[src/rtl/i2c_slave_regfile.sv]
// -----------------------------------------------------------------------------
// i2c_slave_regfile
// I2C target with a small byte-wide register file. It decodes START/STOP,
// answers device address SLV_ADDR and accepts write frames:
// a register pointer byte, then data bytes with pointer auto-increment.
// Every accepted data byte updates the register file and pulses wr_en.
//
// Build option: define I2C_SLV_READ_EN to compile in read support. A matched
// address with R/W=1 then streams reg[ptr] back to the master. When the macro
// is undefined, R/W=1 is NACKed.
//
// Ports
//   sys_clk, sys_rst  : clock, synchronous active-high reset
//   i2c_scl_i         : SCL pad input (asynchronous)
//   i2c_sda_i         : SDA pad input (asynchronous)
//   i2c_sda_oe        : 1 = pull SDA low (open-drain enable)
//   wr_en             : one-cycle strobe per accepted data byte
//   wr_addr, wr_data  : register index and byte of that write
//   host_addr         : local read port address
//   host_rdata        : reg[host_addr], registered, 1-cycle latency
//   busy              : high from address match until STOP
//   frame_done        : one-cycle pulse on STOP that ends an addressed frame
// -----------------------------------------------------------------------------
module i2c_slave_regfile #(
  parameter logic [6:0] SLV_ADDR = 7'h1A,
  parameter int         REG_AW   = 4,
  parameter int         FILT_LEN = 3
) (
  input  logic              sys_clk,
  input  logic              sys_rst,
  input  logic              i2c_scl_i,
  input  logic              i2c_sda_i,
  output logic              i2c_sda_oe,
  output logic              wr_en,
  output logic [REG_AW-1:0] wr_addr,
  output logic [7:0]        wr_data,
  input  logic [REG_AW-1:0] host_addr,
  output logic [7:0]        host_rdata,
  output logic              busy,
  output logic              frame_done
);

  localparam int DEPTH = 1 << REG_AW;
  localparam int CW    = (FILT_LEN > 1) ? $clog2(FILT_LEN) : 1;
  localparam logic [CW-1:0] CNT_MAX = CW'(FILT_LEN - 1);

  typedef enum logic [3:0] {
    S_IDLE, S_ADDR, S_ADDR_ACK, S_REG, S_REG_ACK, S_WDATA, S_WDATA_ACK, S_IGNORE
`ifdef I2C_SLV_READ_EN
    , S_RDATA, S_RDATA_ACK
`endif
  } state_t;

  // ---------------- input conditioning: bit 0 = SCL, bit 1 = SDA ----------
  logic [1:0] w_pad;
  logic [1:0] w_filt;
  assign w_pad = {i2c_sda_i, i2c_scl_i};

  generate
    for (genvar gi = 0; gi < 2; gi++) begin : g_cond
      logic          r_s1, r_s2, r_f;
      logic [CW-1:0] r_cnt;
      // The filtered level follows the synchronized one only after it has
      // disagreed for FILT_LEN consecutive cycles.
      always_ff @(posedge sys_clk) begin
        if (sys_rst) begin
          r_s1  <= 1'b0;
          r_s2  <= 1'b0;
          r_f   <= 1'b0;
          r_cnt <= '0;
        end else begin
          r_s1 <= w_pad[gi];
          r_s2 <= r_s1;
          if (r_s2 == r_f) begin
            r_cnt <= '0;
          end else if (r_cnt == CNT_MAX) begin
            r_f   <= r_s2;
            r_cnt <= '0;
          end else begin
            r_cnt <= r_cnt + 1'b1;
          end
        end
      end
      assign w_filt[gi] = r_f;
    end
  endgenerate

  logic w_scl_f, w_sda_f, r_scl_prev, r_sda_prev;
  assign w_scl_f = w_filt[0];
  assign w_sda_f = w_filt[1];

  always_ff @(posedge sys_clk) begin
    if (sys_rst) begin
      r_scl_prev <= 1'b0;
      r_sda_prev <= 1'b0;
    end else begin
      r_scl_prev <= w_scl_f;
      r_sda_prev <= w_sda_f;
    end
  end

  logic w_scl_rise, w_scl_fall, w_start, w_stop;
  assign w_scl_rise = w_scl_f & ~r_scl_prev;
  assign w_scl_fall = ~w_scl_f & r_scl_prev;
  // SCL must be high in both cycles so an SCL edge is never taken as START/STOP.
  assign w_start = w_scl_f & r_scl_prev & ~w_sda_f & r_sda_prev;
  assign w_stop  = w_scl_f & r_scl_prev & w_sda_f & ~r_sda_prev;

  // ---------------- datapath signals ----------------
  state_t            r_state, w_state_next, r_after_ack;
  logic [2:0]        r_bit_cnt;
  logic [6:0]        r_shift;
  logic [REG_AW-1:0] r_ptr;
  logic              r_ack, r_ack_seen;
  logic [7:0]        w_byte;
  logic              w_last_bit, w_addr_match, w_reg_ok, w_mem_we;
  logic [7:0]        w_mem [DEPTH];

  assign w_byte       = {r_shift, w_sda_f};
  assign w_last_bit   = w_scl_rise && (r_bit_cnt == 3'd7);
  assign w_addr_match = (w_byte[7:1] == SLV_ADDR);
  assign w_reg_ok     = ((w_byte >> REG_AW) == 8'd0);
  assign w_mem_we     = (r_state == S_WDATA) && w_last_bit;

`ifdef I2C_SLV_READ_EN
  logic [7:0]        r_tx;
  logic [REG_AW-1:0] w_rd_ptr;
  logic [7:0]        w_rd_byte;
  // Leaving RDATA_ACK after a master ACK moves on to the next register.
  assign w_rd_ptr  = (r_state == S_RDATA_ACK) ? r_ptr + 1'b1 : r_ptr;
  assign w_rd_byte = w_mem[w_rd_ptr];
`endif

  // ---------------- FSM ----------------
  always_ff @(posedge sys_clk) begin
    if (sys_rst) r_state <= S_IDLE;
    else         r_state <= w_state_next;
  end

  always_comb begin
    w_state_next = r_state;
    if (w_stop) begin
      w_state_next = S_IDLE;
    end else if (w_start) begin
      w_state_next = S_ADDR;
    end else begin
      case (r_state)
        S_ADDR:  if (w_last_bit) w_state_next = S_ADDR_ACK;
        S_REG:   if (w_last_bit) w_state_next = S_REG_ACK;
        S_WDATA: if (w_last_bit) w_state_next = S_WDATA_ACK;
`ifdef I2C_SLV_READ_EN
        S_RDATA: if (w_last_bit) w_state_next = S_RDATA_ACK;
        S_RDATA_ACK,
`endif
        S_ADDR_ACK, S_REG_ACK, S_WDATA_ACK:
          if (w_scl_fall && r_ack_seen) w_state_next = r_after_ack;
        default: ;
      endcase
    end
  end

  // ---------------- bit engine, SDA drive, write strobe ----------------
  always_ff @(posedge sys_clk) begin
    if (sys_rst) begin
      i2c_sda_oe  <= 1'b0;
      wr_en       <= 1'b0;
      wr_addr     <= '0;
      wr_data     <= '0;
      busy        <= 1'b0;
      frame_done  <= 1'b0;
      r_bit_cnt   <= '0;
      r_shift     <= '0;
      r_ptr       <= '0;
      r_ack       <= 1'b0;
      r_ack_seen  <= 1'b0;
      r_after_ack <= S_IDLE;
`ifdef I2C_SLV_READ_EN
      r_tx        <= '0;
`endif
    end else begin
      wr_en      <= 1'b0;
      frame_done <= 1'b0;
      if (w_stop) begin
        i2c_sda_oe <= 1'b0;
        r_bit_cnt  <= '0;
        frame_done <= busy;
        busy       <= 1'b0;
      end else if (w_start) begin
        i2c_sda_oe <= 1'b0;
        r_bit_cnt  <= '0;
      end else begin
        case (r_state)
          S_ADDR, S_REG, S_WDATA: begin
            if (w_scl_rise) begin
              r_shift   <= w_byte[6:0];
              r_bit_cnt <= r_bit_cnt + 3'd1;
              if (r_bit_cnt == 3'd7) begin
                r_ack_seen <= 1'b0;
                case (r_state)
                  S_ADDR: begin
                    if (w_addr_match && !w_byte[0]) begin
                      r_ack       <= 1'b1;
                      busy        <= 1'b1;
                      r_after_ack <= S_REG;
`ifdef I2C_SLV_READ_EN
                    end else if (w_addr_match) begin
                      r_ack       <= 1'b1;
                      busy        <= 1'b1;
                      r_after_ack <= S_RDATA;
`endif
                    end else begin
                      r_ack       <= 1'b0;
                      r_after_ack <= S_IGNORE;
                    end
                  end
                  S_REG: begin
                    if (w_reg_ok) begin
                      r_ptr       <= w_byte[REG_AW-1:0];
                      r_ack       <= 1'b1;
                      r_after_ack <= S_WDATA;
                    end else begin
                      r_ack       <= 1'b0;
                      r_after_ack <= S_IGNORE;
                    end
                  end
                  default: begin
                    wr_en       <= 1'b1;
                    wr_addr     <= r_ptr;
                    wr_data     <= w_byte;
                    r_ptr       <= r_ptr + 1'b1;
                    r_ack       <= 1'b1;
                    r_after_ack <= S_WDATA;
                  end
                endcase
              end
            end
          end
`ifdef I2C_SLV_READ_EN
          S_RDATA: begin
            if (w_scl_rise) begin
              r_bit_cnt <= r_bit_cnt + 3'd1;
              if (r_bit_cnt == 3'd7) begin
                r_ack      <= 1'b0;   // master owns SDA in the ACK slot
                r_ack_seen <= 1'b0;
              end
            end
            if (w_scl_fall) begin
              i2c_sda_oe <= ~r_tx[6];
              r_tx       <= {r_tx[6:0], 1'b0};
            end
          end
          S_RDATA_ACK,
`endif
          S_ADDR_ACK, S_REG_ACK, S_WDATA_ACK: begin
            // First SCL fall (end of bit 8) drives the ACK; the rise is the
            // 9th clock; the following fall releases SDA and leaves the state.
            if (w_scl_rise) begin
              r_ack_seen <= 1'b1;
`ifdef I2C_SLV_READ_EN
              if (r_state == S_RDATA_ACK)
                r_after_ack <= w_sda_f ? S_IGNORE : S_RDATA;
`endif
            end
            if (w_scl_fall) begin
              if (!r_ack_seen) begin
                i2c_sda_oe <= r_ack;
              end else begin
                i2c_sda_oe <= 1'b0;
`ifdef I2C_SLV_READ_EN
                if (r_after_ack == S_RDATA) begin
                  r_ptr      <= w_rd_ptr;
                  r_tx       <= w_rd_byte;
                  i2c_sda_oe <= ~w_rd_byte[7];
                end
`endif
              end
            end
          end
          default: ;
        endcase
      end
    end
  end

  // ---------------- register file ----------------
  generate
    for (genvar gi = 0; gi < DEPTH; gi++) begin : g_reg
      logic [7:0] r_byte;
      always_ff @(posedge sys_clk) begin
        if (sys_rst)                                     r_byte <= '0;
        else if (w_mem_we && (r_ptr == REG_AW'(gi)))     r_byte <= w_byte;
      end
      assign w_mem[gi] = r_byte;
    end
  endgenerate

  always_ff @(posedge sys_clk) begin
    if (sys_rst) host_rdata <= '0;
    else         host_rdata <= w_mem[host_addr];
  end

endmodule

[config.mk]
export PLATFORM = sky130hd
export DESIGN_NAME = i2c_slave_regfile
export DESIGN_NICKNAME = d
export VERILOG_FILES = /design/src/rtl/i2c_slave_regfile.sv
export SDC_FILE = /design/constraint.sdc
export NUM_CORES = 1
export LEC_CHECK = 0
export CAP_MARGIN = 20
export CORE_MARGIN = 2
export CORE_UTILIZATION = 25
export DETAILED_ROUTE_END_ITERATION = 8
export PLACE_DENSITY = 0.47
export REMOVE_ABC_BUFFERS = 1
export SLEW_MARGIN = 20
export SYNTH_ARGS = -nofsm -noshare
export SYNTH_HDL_FRONTEND = slang
export SYNTH_SLANG_ARGS = --single-unit
[constraint.sdc]
create_clock -name sys_clk -period 3.25 [get_ports sys_clk]
set_input_delay 0.4875 -clock sys_clk [delete_from_list [all_inputs] [get_ports sys_clk]]
set_output_delay 0.4875 -clock sys_clk [all_outputs]
set_load 0.05 [all_outputs]
==> impl_metrics.ini <==
[run_status]
outcome = finished, final reports clean

[placement]
gp_congestion = 0.7783
io_buffers = 31
post-place-ws_ns = 0.9208
post-place-cells = 1232
place_area_sq_um = 8931
hpwl_microns = 13920

[synth]
synth_edf_count = 0
netlist_area_sq_um = 8275
synthArstFlopShare_pct = 0
yosysSeqAreaShare_pct = 45.00
ys_ff_latch = 186
yosys_warnings = 0
synth_top_flop_cell = dfxtp_1
syn_avg_cell_area_sq_um = 10.25
synthCells = 807
synthDistinctLibCells = 60

[layout]
area_delta_synth_final_pct = 14.80
post-route-util_pct = 29.20
nets = 825
layout.cells.non_filler = 1263
drive_above_1_share_pct = 11.81
fin_area_sq_um = 9500
antenna_cells = 0

[timing]
finalCritPeriodShare_pct = 70.50
max_freq_mhz = 436.5
grt_setup_unrepaired = false
final_hold_viol_count = 0
hold_ws_ns = 0.4096
fin_ws_ns = 0.9589
tightestPinTransition_ns = 1.048
fin_setup_tns_ns = 0
final_max_slew_viol_count = 0
finalSetupViolCount = 0
slew_headroom_pct = 30.05
period_minus_slack_ns = 2.291
fin_skew_ns = 0.009741

[global_route]
grt-ovfl-total = 0
first_global_vias = 5526
grt_util_all_layers_pct = 12.93
grt_max_degree = 111
antenna_found_initial = 0
grt_pass1_wl_microns = 33730

[floorplan]
start_util_pct = 25.43
num_io_pins = 32
num_rows = 66
fp.dieH_microns = 185.9
die_w_microns = 185.9
die_area_sq_um = 34570
core-area_sq_um = 32540

[worst_hold_path]
hold_class = flop to flop

[cts]
cts_tree = built
cts_hold_buf = 0
clk_pin_slew_worst_paths_ns = 0.07
ctsLongestPathBuffers = 2
root_buffer = clkbuf_16
cts_resized = 0
htree_levels = 4
clkLatencyLatePin_ns = 0.44
cts.sinks = 186
cts_setup_buffers = 0
cts_buffers = 17

[drt]
drc = 0
wire_per_inst_microns = 17.03
viasPerCell = 4.489
route.vias.total = 5669
wirelength_microns = 21510
drt-initial-drc-count = 437
ant_nets = 0
firstDrtPassIters = 5

[critical_path]
reg2reg_depth = 6
critPathCapture = g_reg[4].r_byte[4]
worstSetupEndpointType = flop
r2r_start = r_bit_cnt[0]
worstSetupStartpoint = r_bit_cnt[0]
required_ns = 3.55
path_class = flop to flop
worstSetupStartpointType = flop
cp_max_fo = 14
r2r-end = g_reg[4].r_byte[4]
arrival_ns = 2.59
r2r_setup_slack_ns = 0.96

[pwr]
p_per_area_nw_per_um2 = 475.3
ir_drop_mv = 0.3392
power_mw = 4.515
p_leak_nw = 3.853

[flow_run]
maxCapViolations = 0
## sequential cells by signal, indices dropped and copies added, names as in the netlist
register      cells
r_after_ack       3
r_ack_seen        1
r_sda_prev        1
r_shift           7
r_state           3
g_cond.r_f        2
r_scl_prev        1
host_rdata        8
r_bit_cnt         3
g_cond.r_s2       2
wr_en             1
i2c_sda_oe        1
g.r_byte        128
g_cond.r_s1       2
r_ack             1
wr_data           8
frame_done        1
r_ptr             4
busy              1
g_cond.r_cnt      4
wr_addr           4
## where the power goes
part,switching [mW],total [mW],internal [mW],leakage [nW]
clock,0.954,2.06,1.10,0.276
sequential,0.00677,2.29,2.29,1.50
combinational,0.112,0.165,0.0527,2.08
total,1.07,4.52,3.44,3.85
## cells in the mapped netlist (6+ instances only)
cell type  number  area (sq um)
mux4_2         16         360.4
mux2_2          6         67.56
buf_6          10         112.6
inv_1           7         26.28
a21oi_1        23         115.1
nor2b_1        14         87.58
ha_1            8         100.1
clkbuf_1       29         108.9
buf_2          15         75.07
mux2i_1       164          1642
buf_4          11         82.58
a22oi_1         6         45.04
nor2_1        166         623.1
dfxtp_1       186          3724
nand4_4         7         148.9
nand2_1        44         165.2
o221ai_1        6         52.55
## layer usage
layer | part of all wire (%) | vias to the layer above | GRT usage [%] | wire, microns
met5 | 0 | - | 0 | 0
met4 | 1.7 | 0 | 4.189 | 369
met3 | 3.4 | 23 | 2.348 | 734
met2 | 41 | 94 | 18.10 | 8858
met1 | 54 | 2755 | 19.65 | 11550
li1 | - | 2797 | - | -
## worst max-delay path, stage by stage, from the launching register on
cell and delay, ns:
dfxtp_1 0.35, ha_1 0.15, ha_1 0.22, nand4b_4 0.33
nor4b_4 0.78, mux2i_1 0.25, nor2_1 0.06
## worst min path at each step
stage	start	cells past startpoint	end
4_1_cts	g_cond[1].r_cnt[0]	1	g_cond[1].r_cnt[0]
2_1_floorplan	g_cond[0].r_cnt[0]	1	g_cond[0].r_cnt[0]
3_5_place_dp	g_cond[1].r_cnt[0]	1	g_cond[1].r_cnt[0]
5_1_grt	g_cond[0].r_cnt[0]	1	g_cond[0].r_cnt[0]
3_3_place_gp	g_cond[0].r_cnt[0]	1	g_cond[0].r_cnt[0]
6_report	g_cond[0].r_cnt[0]	1	g_cond[0].r_cnt[0]
## layout by cell type, fill, tap and decap left out, drive strengths merged, types with 6 or more instances in the layout
cell           Yosys  final
mux2i            164    164
nand4              9      9
clkdlybuf4s50      0     29
mux4              16     16
mux2               6      6
nor4b              8      8
clkinv             0      6
a22oi              6      6
nor2b             14     14
o221ai             6      6
clkbuf            30     19
nor2             166    166
nand2             45     45
ha                 8      8
dfxtp            186    186
a21oi             24     24
buf               40     24
inv                7     10
## cells by family (layout without fill, tap and decap cells)
kind of cell,Yosys count,after routing,synth area share [%]
and+or+nand+nor,274,274,17.02
AOI/OAI and AO/OA,72,72,6.002
buffers and inverters,77,91,5.337
muxes,186,186,25.01
DFF,186,186,45.00
xor gates and xnor gates,4,4,0.4233
adders and majority gates,8,8,1.210
## area by class of cell
type	instances	area, sq um
Clock inverter	12	116.4
Timing Repair Buffer	53	493.0
Fill cell	3469	23040
Sequential cell	186	3724
Inverter	7	26.28
Clock buffer	19	452.9
Multi-Input combinational cell	544	4135
Tap cell	442	553.0
No activity file was read; power rests on OpenSTA's default activity.
==> variant, RTL diff (config.mk and constraints unchanged) <==
The 8 states of `state_t` get a Gray code encoding in 3 bits.
--- a/src/rtl/i2c_slave_regfile.sv
+++ b/src/rtl/i2c_slave_regfile.sv
@@ -44,8 +44,8 @@
   localparam int CW    = (FILT_LEN > 1) ? $clog2(FILT_LEN) : 1;
   localparam logic [CW-1:0] CNT_MAX = CW'(FILT_LEN - 1);
 
-  typedef enum logic [3:0] {
-    S_IDLE, S_ADDR, S_ADDR_ACK, S_REG, S_REG_ACK, S_WDATA, S_WDATA_ACK, S_IGNORE
+  typedef enum logic [2:0] {
+    S_IDLE = 3'b000, S_ADDR = 3'b001, S_ADDR_ACK = 3'b011, S_REG = 3'b010, S_REG_ACK = 3'b110, S_WDATA = 3'b111, S_WDATA_ACK = 3'b101, S_IGNORE = 3'b100
 `ifdef I2C_SLV_READ_EN
     , S_RDATA, S_RDATA_ACK
 `endif
Function: same outputs for any inputs over 4 cycles, from zero or initial values and one cycle with sys_rst high; so few cycles prove little.
==> variant against the original RTL <==
  * Wire length fell by 3.2%
  * Non-clock buffer count shrank 3
  * Area after synthesis down 0.76%
  * Worst setup slack lost 89 ps
  * Sequential cell count is 1 lower
  * Critical path type unchanged
  * Largest power group unchanged
  * Final cell count decreased by 0.40%
  * Clock power rose by 6%
  * Total power rose by 2.6%
  * Cell area is 0.29% higher
  * Critical path depth grew 1
  * Combinational power grew 2%
==> variant: results (changes against the original RTL) <==
reg2reg path depth 7 (+1); final WL 20820 um (-3.2%); Via density 4.490 (about the same); Worst Skew 20.74 ps (+11.00 ps); Detail Placement HPWL 13080 um (-6.0%); Peak VDD IR 0.3389 mV (about the same); Synth top cells by count dfxtp_1 (185), mux2i_1 (173), nor2_1 (152); largest net degree at the start of global routing 76 (-32%); Worst-Margin Slew 1070 ps (+22.07 ps); DP Cell Count 1226 (-0.49%); placed cell area 0.008920 mm2 (-0.13%); Syn Area/Cell 10.27 um2 (+0.11%); sequential area share after synthesis 0.4509 (+0.0009899); status finished clean; Arr. time, crit path 2660 ps (+70 ps); CP Capture Point g_reg[5].r_byte[7]; drt first-iter violations 322 (-26%); fin crit share 0.7322 (+0.02724); non-filler cells, final 1258 (-0.40%); post-synth cell types 52 (-13%); pre-CTS setup slack 810.0 ps (-110.8 ps); FF-to-FF setup slack 870 ps (-90 ps); first-pass GRT wire length 32030 um (-5.1%); Crit Path Max Fanout 19 (+5); Tightest Hold Check Type in2reg; All-Layer GR Usage 0.1237 (-0.005552); layout cell share with drive strength beyond 1 0.1115 (-0.006629); Sw Pwr 1.070 mW (-0.34%)
## variant: worst min path at each step
stage | start | to | slack (ps) | cells after the start
6_report | sys_rst | g_reg[11].r_byte[7] | 360 | 2
2_1_floorplan | g_cond[0].r_cnt[0] | g_cond[0].r_cnt[0] | 390 | 1
3_5_place_dp | g_cond[1].r_cnt[0] | g_cond[1].r_cnt[0] | 400 | 1
4_1_cts | sys_rst | g_reg[11].r_byte[7] | 350 | 2
3_3_place_gp | g_cond[0].r_cnt[0] | g_cond[0].r_cnt[0] | 400 | 1
5_1_grt | sys_rst | g_reg[11].r_byte[7] | 360 | 2
## variant: metal layers
layer / vias to the layer above / part of all wire / global-route usage
li1: 2810 / - / -
met1: 2770 / 0.48 / 0.1648
met2: 53 / 0.48 / 0.2057
met3: 16 / 0.022 / 0.01671
met4: 0 / 0.012 / 0.04095
met5: - / 0 / 0
## variant: power by group through the flow
stage / clock [mW] / sequential, mW / combinational, mW
2_1_floorplan: 0 / 2.34 / 0.0466
3_3_place_gp: 0 / 2.33 / 0.172
3_5_place_dp: 0 / 2.33 / 0.171
4_1_cts: 2.24 / 2.28 / 0.171
5_1_grt: 2.33 / 2.28 / 0.179
6_report: 2.19 / 2.28 / 0.169
## variant: stage by stage
stage	hold WS (ps)	power, mW
2_1_floorplan	391.2	2.389
3_3_place_gp	400.7	2.501
3_5_place_dp	401.2	2.500
4_1_cts	347.7	4.688
5_1_grt	359.6	4.783
6_report	362.0	4.633
## variant: kinds of logic after synthesis
logic type,count (synthesis),share of synthesized area
mux,189,0.2547
compound gates,82,0.06642
fa+ha+maj,8,0.01219
simple gates,257,0.1694
flops,185,0.4509
xor+xnor,5,0.005333
buf+inv,74,0.04098
## variant: worst max-delay path, delay by kind of cell (launching register included)
| kind | cells | cell delay, ps |
|---|---|---|
| buffers and inverters | 1 | 270 |
| multiplexers | 1 | 230 |
| AND/OR/NAND/NOR | 3 | 1000 |
| flip-flops | 1 | 350 |
| adder cells (fa/ha/maj) | 2 | 350 |
## variant: cell type report
cell class                 instances  area [um2]
multi-input combinational        541        4175
clock inverter                    14       168.9
tap                              442       553.0
timing repair buffer              50       457.9
clock buffer                      18       439.2
inverter                           8       30.03
sequential                       185        3704
fill                            3381       22930
